**src/rtl/warrants_index_loader.sv**
```systemverilog
// warrants_index_loader
//   Control-plane front end for the warrants index RAM (2^ADDR_WIDTH x
//   DATA_WIDTH, single port, 1-cycle registered read). Accepts write,
//   read-back and clear-all commands on a valid/ready command channel, drives
//   the RAM port and returns read words on a valid/ready response channel.
//
// Ports
//   axis_aclk, axis_resetn         clock, asynchronous active-low reset
//   cmd_valid/cmd_ready            command handshake
//   cmd_op                         00 write, 01 read, 10 clear-all, 11 illegal
//   cmd_addr, cmd_data             target entry and write word
//   rsp_valid/rsp_ready            response handshake
//   rsp_addr, rsp_data             address and word of a completed read
//   ram_addr, ram_din, ram_we      RAM port A drive
//   ram_dout                       RAM port A read data (valid 1 cycle after addr)
//   busy                           command in progress
//   clear_done                     pulse the cycle after the final clear write
//   illegal_cmd                    pulse after an op=11 command is accepted
//   wr_count                       accepted write commands, saturating
module warrants_index_loader #(
  parameter int                    ADDR_WIDTH  = 11,
  parameter int                    DATA_WIDTH  = 12,
  parameter logic [DATA_WIDTH-1:0] CLEAR_VALUE = '0
) (
  input  logic                  axis_aclk,
  input  logic                  axis_resetn,
  input  logic                  cmd_valid,
  output logic                  cmd_ready,
  input  logic [1:0]            cmd_op,
  input  logic [ADDR_WIDTH-1:0] cmd_addr,
  input  logic [DATA_WIDTH-1:0] cmd_data,
  output logic                  rsp_valid,
  input  logic                  rsp_ready,
  output logic [ADDR_WIDTH-1:0] rsp_addr,
  output logic [DATA_WIDTH-1:0] rsp_data,
  output logic [ADDR_WIDTH-1:0] ram_addr,
  output logic [DATA_WIDTH-1:0] ram_din,
  output logic                  ram_we,
  input  logic [DATA_WIDTH-1:0] ram_dout,
  output logic                  busy,
  output logic                  clear_done,
  output logic                  illegal_cmd,
  output logic [31:0]           wr_count
);

  typedef enum logic [2:0] {
    IDLE     = 3'd0,
    WRITE    = 3'd1,
    RD_ISSUE = 3'd2,
    RD_WAIT  = 3'd3,
    RSP      = 3'd4,
    CLEAR    = 3'd5
  } state_t;

  localparam logic [1:0] OP_WRITE = 2'b00;
  localparam logic [1:0] OP_READ  = 2'b01;
  localparam logic [1:0] OP_CLEAR = 2'b10;
  localparam logic [1:0] OP_ILLEG = 2'b11;

  // One bit wider than the address so the sweep ends on the last entry
  // without wrapping back to 0.
  localparam logic [ADDR_WIDTH:0] CLR_ONE = 1;
  localparam logic [ADDR_WIDTH:0] CLR_END = {1'b1, {ADDR_WIDTH{1'b0}}};
  localparam logic [31:0]         CNT_MAX = 32'hFFFF_FFFF;

  state_t                state;
  state_t                next_state;
  logic                  accept;
  logic [ADDR_WIDTH:0]   clr_cnt;
  logic [31:0]           wr_count_nxt;

  assign accept = cmd_valid & cmd_ready;

  // State register
  always_ff @(posedge axis_aclk or negedge axis_resetn) begin
    if (!axis_resetn) state <= IDLE;
    else              state <= next_state;
  end

  // Next-state logic
  always_comb begin
    next_state = state;
    case (state)
      IDLE: begin
        if (accept) begin
          case (cmd_op)
            OP_WRITE: next_state = WRITE;
            OP_READ:  next_state = RD_ISSUE;
            OP_CLEAR: next_state = CLEAR;
            default:  next_state = IDLE;
          endcase
        end
      end
      WRITE:    next_state = IDLE;
      RD_ISSUE: next_state = RD_WAIT;
      RD_WAIT:  next_state = RSP;
      RSP:      if (rsp_ready) next_state = IDLE;
      // clr_cnt holds the address to be presented next; reaching CLR_END
      // means the word on ram_addr this cycle is the final one.
      CLEAR:    if (clr_cnt == CLR_END) next_state = IDLE;
      default:  next_state = IDLE;
    endcase
  end

  always_comb begin
    wr_count_nxt = wr_count;
    if (accept && (cmd_op == OP_WRITE) && (wr_count != CNT_MAX))
      wr_count_nxt = wr_count + 32'd1;
  end

  // Registered outputs, derived from the upcoming state so that every output
  // reflects the state it belongs to in the same cycle.
  always_ff @(posedge axis_aclk or negedge axis_resetn) begin
    if (!axis_resetn) begin
      cmd_ready   <= 1'b0;
      busy        <= 1'b0;
      ram_we      <= 1'b0;
      ram_addr    <= '0;
      ram_din     <= '0;
      rsp_valid   <= 1'b0;
      rsp_addr    <= '0;
      rsp_data    <= '0;
      clear_done  <= 1'b0;
      illegal_cmd <= 1'b0;
      wr_count    <= '0;
      clr_cnt     <= '0;
    end else begin
      cmd_ready   <= (next_state == IDLE);
      busy        <= (next_state != IDLE);
      ram_we      <= (next_state == WRITE) || (next_state == CLEAR);
      clear_done  <= (state == CLEAR) && (next_state == IDLE);
      illegal_cmd <= accept && (cmd_op == OP_ILLEG);
      wr_count    <= wr_count_nxt;

      if (accept) begin
        case (cmd_op)
          OP_WRITE: begin
            ram_addr <= cmd_addr;
            ram_din  <= cmd_data;
          end
          OP_READ:  ram_addr <= cmd_addr;
          OP_CLEAR: begin
            ram_addr <= '0;
            ram_din  <= CLEAR_VALUE;
            clr_cnt  <= CLR_ONE;
          end
          default: ;
        endcase
      end

      if ((state == CLEAR) && (next_state == CLEAR)) begin
        ram_addr <= clr_cnt[ADDR_WIDTH-1:0];
        clr_cnt  <= clr_cnt + CLR_ONE;
      end

      // ram_addr still carries the read address while the RAM returns data.
      if (state == RD_WAIT) begin
        rsp_valid <= 1'b1;
        rsp_data  <= ram_dout;
        rsp_addr  <= ram_addr;
      end

      if ((state == RSP) && rsp_ready)
        rsp_valid <= 1'b0;
    end
  end

endmodule

```
**config.mk**
```make
export PLATFORM = sky130hd
export DESIGN_NAME = warrants_index_loader
export DESIGN_NICKNAME = d
export VERILOG_FILES = /design/src/rtl/warrants_index_loader.sv
export SDC_FILE = /design/constraint.sdc
export NUM_CORES = 1
export LEC_CHECK = 0
export ABC_AREA = 1
export BUFFER_PORTS_ARGS = -buffer_cell sky130_fd_sc_hd__clkbuf_2
export CAP_MARGIN = 30
export CORE_MARGIN = 5
export CORE_UTILIZATION = 29
export CTS_CLUSTER_SIZE = 25
export DETAILED_ROUTE_END_ITERATION = 12
export SLEW_MARGIN = 10
export SYNTH_ARGS = -nofsm -noshare
export SYNTH_HDL_FRONTEND = slang
export SYNTH_SLANG_ARGS = --single-unit
```
**constraint.sdc**
```tcl
create_clock -name axis_aclk -period 2.25 [get_ports axis_aclk]
set_input_delay 0.3375 -clock axis_aclk [delete_from_list [all_inputs] [get_ports axis_aclk]]
set_output_delay 0.3375 -clock axis_aclk [all_outputs]
set_load 0.05 [all_outputs]
```
==> results of run 1 <==
layer usage:
layer  vias to the layer above  GRT usage  wire length, um
met5                         -          0                0
met4                         0     0.0444              212
met3                        16     0.0324              671
met2                       108      0.229             6640
met1                      2148      0.182             6000
li1                       2277          -                -
placed cells by master (no fill, tap or decap):
cell type	netlist	layout
nand2_1	234	234
clkbuf_2	0	123
dfrtp_1	99	99
nand3_1	70	70
nor2_1	69	69
inv_1	50	50
mux2_2	23	23
o21ai_0	13	13
a22o_1	12	12
xor2_1	10	10
clkbuf_16	0	9
buf_4	0	9
xnor2_1	5	5
o21ai_1	5	5
nor3_1	4	4
a21oi_1	4	4
nand4_1	3	3
nand2_2	3	3
ha_1	3	3
inv_2	2	2
nor2_4	2	2
nand3b_1	2	2
inv_6	0	2
bufinv_16	0	2
buf_12	0	2
nand2_4	1	1
o21bai_1	1	1
or2_2	1	1
clkinvlp_4	0	1
clkbuf_1	9	1
dlygate4sd3_1	0	1
flip-flops by register name (all words and copies together), names as in the netlist:
register,flops
wr_count,32
rsp_addr,11
state,3
cmd_ready,1
ram_addr,11
clear_done,1
illegal_cmd,1
ram_din,12
clr_cnt,12
rsp_valid,1
rsp_data,12
ram_we,1
busy,1
power by group:
part | internal [W] | switching [W] | leakage [nW]
Clock | 0.000979 | 0.000714 | 0.150
Sequential | 0.00179 | 0.00000513 | 1.30
Combinational | 0.0000460 | 0.0000968 | 1.75
Total | 0.00281 | 0.000816 | 3.19
kinds of logic (layout without fill, tap and decap cells):
family / Yosys count / in the layout / synth area share
multiplexers: 23 / 23 / 0.0516
adder cells (fa/ha/maj): 3 / 3 / 0.00749
flip-flops: 99 / 99 / 0.494
XOR/XNOR: 15 / 15 / 0.0262
AO/OA/AOI/OAI: 35 / 35 / 0.0444
buffers and inverters: 70 / 202 / 0.0571
AND/OR/NAND/NOR: 389 / 389 / 0.319
path summary, 6_finish.rpt:
kind,to,slack [ns],cells past startpoint
max reg2reg,wr_count[21],0.33,10
max in group asynchronous,rsp_data[6],1.09,3
max,wr_count[21],0.33,10
min,ram_din[7],0.20,2
min in group asynchronous,wr_count[7],0.47,2
min reg2reg,rsp_data[11],0.51,1
worst max-delay path, stage by stage, from the launching register on:
cell	delay, ns
dfrtp_1	0.45
ha_1	0.24
inv_1	0.10
nor2_4	0.19
nand2_2	0.12
nor2_4	0.14
nand2_2	0.09
nand2_4	0.08
inv_2	0.20
nand2_1	0.14
nand2_1	0.05
metrics by stage:
stage / worst slack (ns) / cell area [um^2] / hold slack (ns) / total power, W / cells
finish: 0.329 / 6250 / 0.205 / 0.00363 / 991
CTS: 0.319 / 6250 / 0.189 / 0.00368 / 991
global route: 0.179 / 6250 / 0.205 / 0.00377 / 991
detailed placement: 0.324 / 5930 / 0.300 / 0.00197 / 975
global placement: 0.400 / 5930 / 0.302 / 0.00197 / 975
floorplan: 0.131 / 5010 / 0.0419 / 0.00188 / 634
final cells by class:
class / instances / area, um^2
clock inverters: 5 / 85.1
multi-input cells: 465 / 2250
clock buffers: 10 / 229
well taps: 225 / 282
flip-flops and latches: 99 / 2480
repair buffers: 135 / 733
fillers: 1811 / 10900
inverters: 52 / 195
==> qor.yml, run 1 <==
timing:
  setup_tns_ns: 0
  setup_viol: 0
  max_freq_mhz: 521
  maxSlewViolCount: 0
  tightestPinTransition_ns: 0.499
  period_minus_slack_ns: 1.92
  hold_viol_final: 0
  period_share: 0.854
  maxSlewHeadroom: 0.667
  clock_skew_ns: 0.00848
  rsz0062_at_grt: "false"
synth:
  synth-async-reset-ratio: 1.00
  mappedNetlistNets: 678
  ys_types: 25
  yosysMostFrequentCell: "nand2_1"
  synth.avg_cell_area_um2: 7.91
  ys_seq_area_frac: 0.494
  synth_top_cell_by_area: "dfrtp_1"
  synth_flop_cell: "dfrtp_1"
  ys_ff_latch: 99
  yosys_warnings: 0
  synth-edff-count: 0
  netlist_area_um2: 5010
  netlist.area_leader.share: 0.494
  netlist_instances: 634
  synth.top_cells.by_area: "dfrtp_1, nand2_1, nand3_1"
  synth_common_cells: "nand2_1, dfrtp_1, nand3_1"
die:
  ios: 125
  die_x_um: 142
  die_area_um2: 20000
  coreArea_um2: 17100
  start_util: 0.293
  die_h_um: 142
  rows: 48
worst_setup_path:
  critPathCaptureType: "register"
  cp.arrival_ns: 2.16
  critPathMaxFanout: 29
  critical_path_class: "register to register"
  worstSetupStartpointType: "register"
  critical_path.startpoint: "wr_count[0]"
  worstReg2RegStart: "wr_count[0]"
  cp.required_ns: 2.49
route:
  ant_nets: 0
  routedWlPerCell_um: 13.6
  drt-vias-per-instance: 4.59
  drc: 0
  routed_wl_um: 13500
  drt_iter0_drc: 255
  vias: 4549
  first_pass_iters: 4
layout:
  nets: 806
  syn_to_final_growth_pct: 24.7
  fin_util: 0.365
  diodes: 0
  drive_above_1_share: 0.235
job:
  cap_violations: 0
power_and_ir_drop:
  ir_drop_mv: 0.324
  powerDensity_nw_per_um2: 580
  power.leakage_nw: 3.19
clock_network:
  cts_setup_buffers: 0
  post_cts_resized: 0
  cts_tree: "yes"
  cts.sinks: 99
  insertion_delay_ns: 0.35
  cts.reportedPaths.clkPinSlew_ns: 0.07
  h-tree-depth: 3
  clockBufferDepth: 2
  hold_buffers: 1
  cts_buffers: 9
  clockRootBuffer: "clkbuf_16"
min_path:
  hold_path_class: "input pin to register"
  hp-start: "cmd_data[7]"
global_routing:
  overflow: 0
  grt_use_total: 0.139
  grt_max_degree: 47
  grt_pass1_wl_um: 22500
  antenna_found_initial: 0
  first_global_vias: 4315
outcome:
  outcome: "complete, no violations"
placement:
  hpwl_um: 10000
  gp_congestion: 0.831
  io_buffers: 124
Note: power is estimated with default switching activity, not from simulation.
==> inputs of run 2 (changes only) <==
- CELL_PAD_IN_SITES_DETAIL_PLACEMENT: unset -> 1
- CELL_PAD_IN_SITES_GLOBAL_PLACEMENT: unset -> 1
- CTS_BUF_LIST: unset -> sky130_fd_sc_hd__clkbuf_8
- PLACE_DENSITY_LB_ADDON: unset -> 0.1
- SETUP_SLACK_MARGIN: unset -> 0.02
==> run 2 against run 1 <==
The flow now finishes with violations (hold timing). Via count grew 1.6%. Worst setup slack lost 0.050 ns. Combinational power barely moved. Register-to-register slack worse by 0.05 ns. Utilization fell by 0.74 points. First-iteration DRC count down 43%. Sequential cell count unchanged. Critical path depth is the same. Global-route usage increased by 2.3 points.
==> qor.yml, run 2 (synthesized netlist as in run 1, its figures left out) <==
global_routing:
  grt_use_total: 0.162  # was 0.139
  overflow: 0  # unchanged
  antenna_found_initial: 0  # unchanged
  grt_max_degree: 100  # was 47
  first_global_vias: 4970  # was 4315
  grt_pass1_wl_um: 26200  # was 22500 um
die:
  rows: 48  # unchanged
  die_x_um: 142  # unchanged
  ios: 125  # unchanged
  die_h_um: 142  # unchanged
  die_area_um2: 20000  # unchanged
  coreArea_um2: 17100  # unchanged
  start_util: 0.293  # unchanged
clock_network:
  insertion_delay_ns: 0.39  # was 0.35 ns
  cts_buffers: 9  # unchanged
  clockRootBuffer: "clkbuf_8"  # was clkbuf_16
  cts_tree: "yes"  # unchanged
  cts.sinks: 99  # unchanged
  h-tree-depth: 3  # unchanged
  cts.reportedPaths.clkPinSlew_ns: 0.11  # was 0.07 ns
  hold_buffers: 0  # was 1
  clockBufferDepth: 2  # unchanged
  cts_setup_buffers: 0  # unchanged
  post_cts_resized: 0  # unchanged
timing:
  holdWs_ns: -0.0272  # was 0.205 ns
  rsz0062_at_grt: "false"  # unchanged
  clock_skew_ns: 0.00864  # was 0.00848 ns
  maxSlewHeadroom: 0.609  # was 0.667
  tightestPinTransition_ns: 0.586  # was 0.499 ns
  hold_viol_final: 7  # was 0
  period_share: 0.876  # was 0.854
  period_minus_slack_ns: 1.97  # was 1.92 ns
  maxSlewViolCount: 0  # unchanged
  setup_viol: 0  # unchanged
  setup_tns_ns: 0  # unchanged
  max_freq_mhz: 507  # was 521 MHz
route:
  drt_iter0_drc: 145  # was 255
  first_pass_iters: 4  # unchanged
  routed_wl_um: 15400  # was 13500 um
  drt-vias-per-instance: 4.67  # was 4.59
  vias: 4621  # was 4549
  drc: 0  # unchanged
  routedWlPerCell_um: 15.6  # was 13.6 um
  ant_nets: 0  # unchanged
worst_setup_path:
  cp.required_ns: 2.54  # was 2.49 ns
  r2r_end: "wr_count[21]"  # unchanged
  critPathMaxFanout: 29  # unchanged
  cp.arrival_ns: 2.26  # was 2.16 ns
  ff2ff_setup_slack_ns: 0.28  # was 0.33 ns
  worstReg2RegStart: "wr_count[0]"  # unchanged
  rr_worst_depth: 10  # unchanged
  worstSetupStartpointType: "register"  # unchanged
  critical_path_class: "register to register"  # unchanged
  critPathCaptureType: "register"  # unchanged
placement:
  place_area_um2: 5920  # was 5930 um^2
  gp_congestion: 0.800  # was 0.831
  io_buffers: 124  # unchanged
  hpwl_um: 11800  # was 10000 um
layout:
  multiInputGateArea_um2: 2250  # unchanged
  layout_common_cells: "nand2_1, clkbuf_2, dfrtp_1"  # unchanged
  nFillCells: 2142  # was 1811
  register_area_um2: 2480  # unchanged
  drive_above_1_share: 0.237  # was 0.235
  largest_reg_flops: 32  # unchanged
  final_common_cell: "nand2_1"  # unchanged
  top_register: "wr_count"  # unchanged
  syn_to_final_growth_pct: 22.2  # was 24.7%
  diodes: 0  # unchanged
  nets: 804  # was 806
  design_area_um2: 6130  # was 6250 um^2
outcome:
  failed_checks: "hold timing"
  outcome: "complete, but fails checks"  # was complete, no violations
min_path:
  hold_path_class: "input pin to asynchronous set/reset pin"  # was input pin to register
power_and_ir_drop:
  ir_drop_mv: 0.243  # was 0.324 mV
  total_power_w: 0.00316  # was 0.00363 W
  power.leakage_nw: 3.14  # was 3.19 nW
  powerDensity_nw_per_um2: 515  # was 580 nW/um^2
job:
  cap_violations: 0  # unchanged
run 2: changes by cell type in the layout (fill, tap and decap cells not counted), sizes merged:
cell / change
inv: +4
bufinv: -2
buf: -1
clkbuf: -1
clkinv: +1
clkinvlp: -1
dlygate4sd3: -1
run 2: per-stage QoR:
| stage | hold WS [ns] | cells | setup WS, ns | utilization |
|---|---|---|---|---|
| after global routing | 0.0349 | 990 | 0.0480 | 0.358 |
| after floorplan | 0.0419 | 634 | 0.131 | - |
| after global placement | 0.448 | 974 | 0.337 | 0.346 |
| after detailed placement | 0.451 | 974 | 0.249 | 0.346 |
| final | -0.0272 | 990 | 0.279 | 0.358 |
| after CTS | 0.00633 | 990 | 0.233 | 0.358 |
run 2: routing by layer:
layer	GRT usage	up-vias	wire, um
met3	0.0310	9	757
met2	0.261	94	7140
met5	0	-	0
met1	0.226	2258	7400
li1	-	2260	-
met4	0.0379	0	119
run 2: critical path, stage by stage, from the launching register on:
cell	delay, ns
dfrtp_1	0.47
ha_1	0.24
inv_1	0.09
nor2_4	0.18
nand2_2	0.12
nor2_4	0.14
nand2_2	0.09
nand2_4	0.09
inv_2	0.22
nand2_1	0.15
nand2_1	0.06
run 2: final cells by class:
type / instances / share of cell area
sequential: 99 / 0.404
multi-input combinational: 465 / 0.367
timing repair buffer: 133 / 0.117
clock inverter: 7 / 0.0133
inverter: 52 / 0.0319
clock buffer: 9 / 0.0202
tap: 225 / 0.0460
run 2: worst max path at each step:
| stage | cells after the start | start | slack, ns | end |
|---|---|---|---|---|
| after floorplan | 12 | wr_count[0] | 0.13 | wr_count[17] |
| after global placement | 10 | wr_count[0] | 0.34 | wr_count[26] |
| after detailed placement | 10 | wr_count[0] | 0.25 | wr_count[13] |
| after CTS | 10 | wr_count[0] | 0.23 | wr_count[24] |
| after global routing | 10 | wr_count[0] | 0.05 | wr_count[22] |
| final | 10 | wr_count[0] | 0.28 | wr_count[21] |
run 2: where the power goes:
| part | total, W | internal [W] | switching, W |
|---|---|---|---|
| Sequential | 0.00179 | 0.00179 | 0.00000501 |
| Clock | 0.00122 | 0.000455 | 0.000768 |
| Combinational | 0.000140 | 0.0000439 | 0.0000966 |
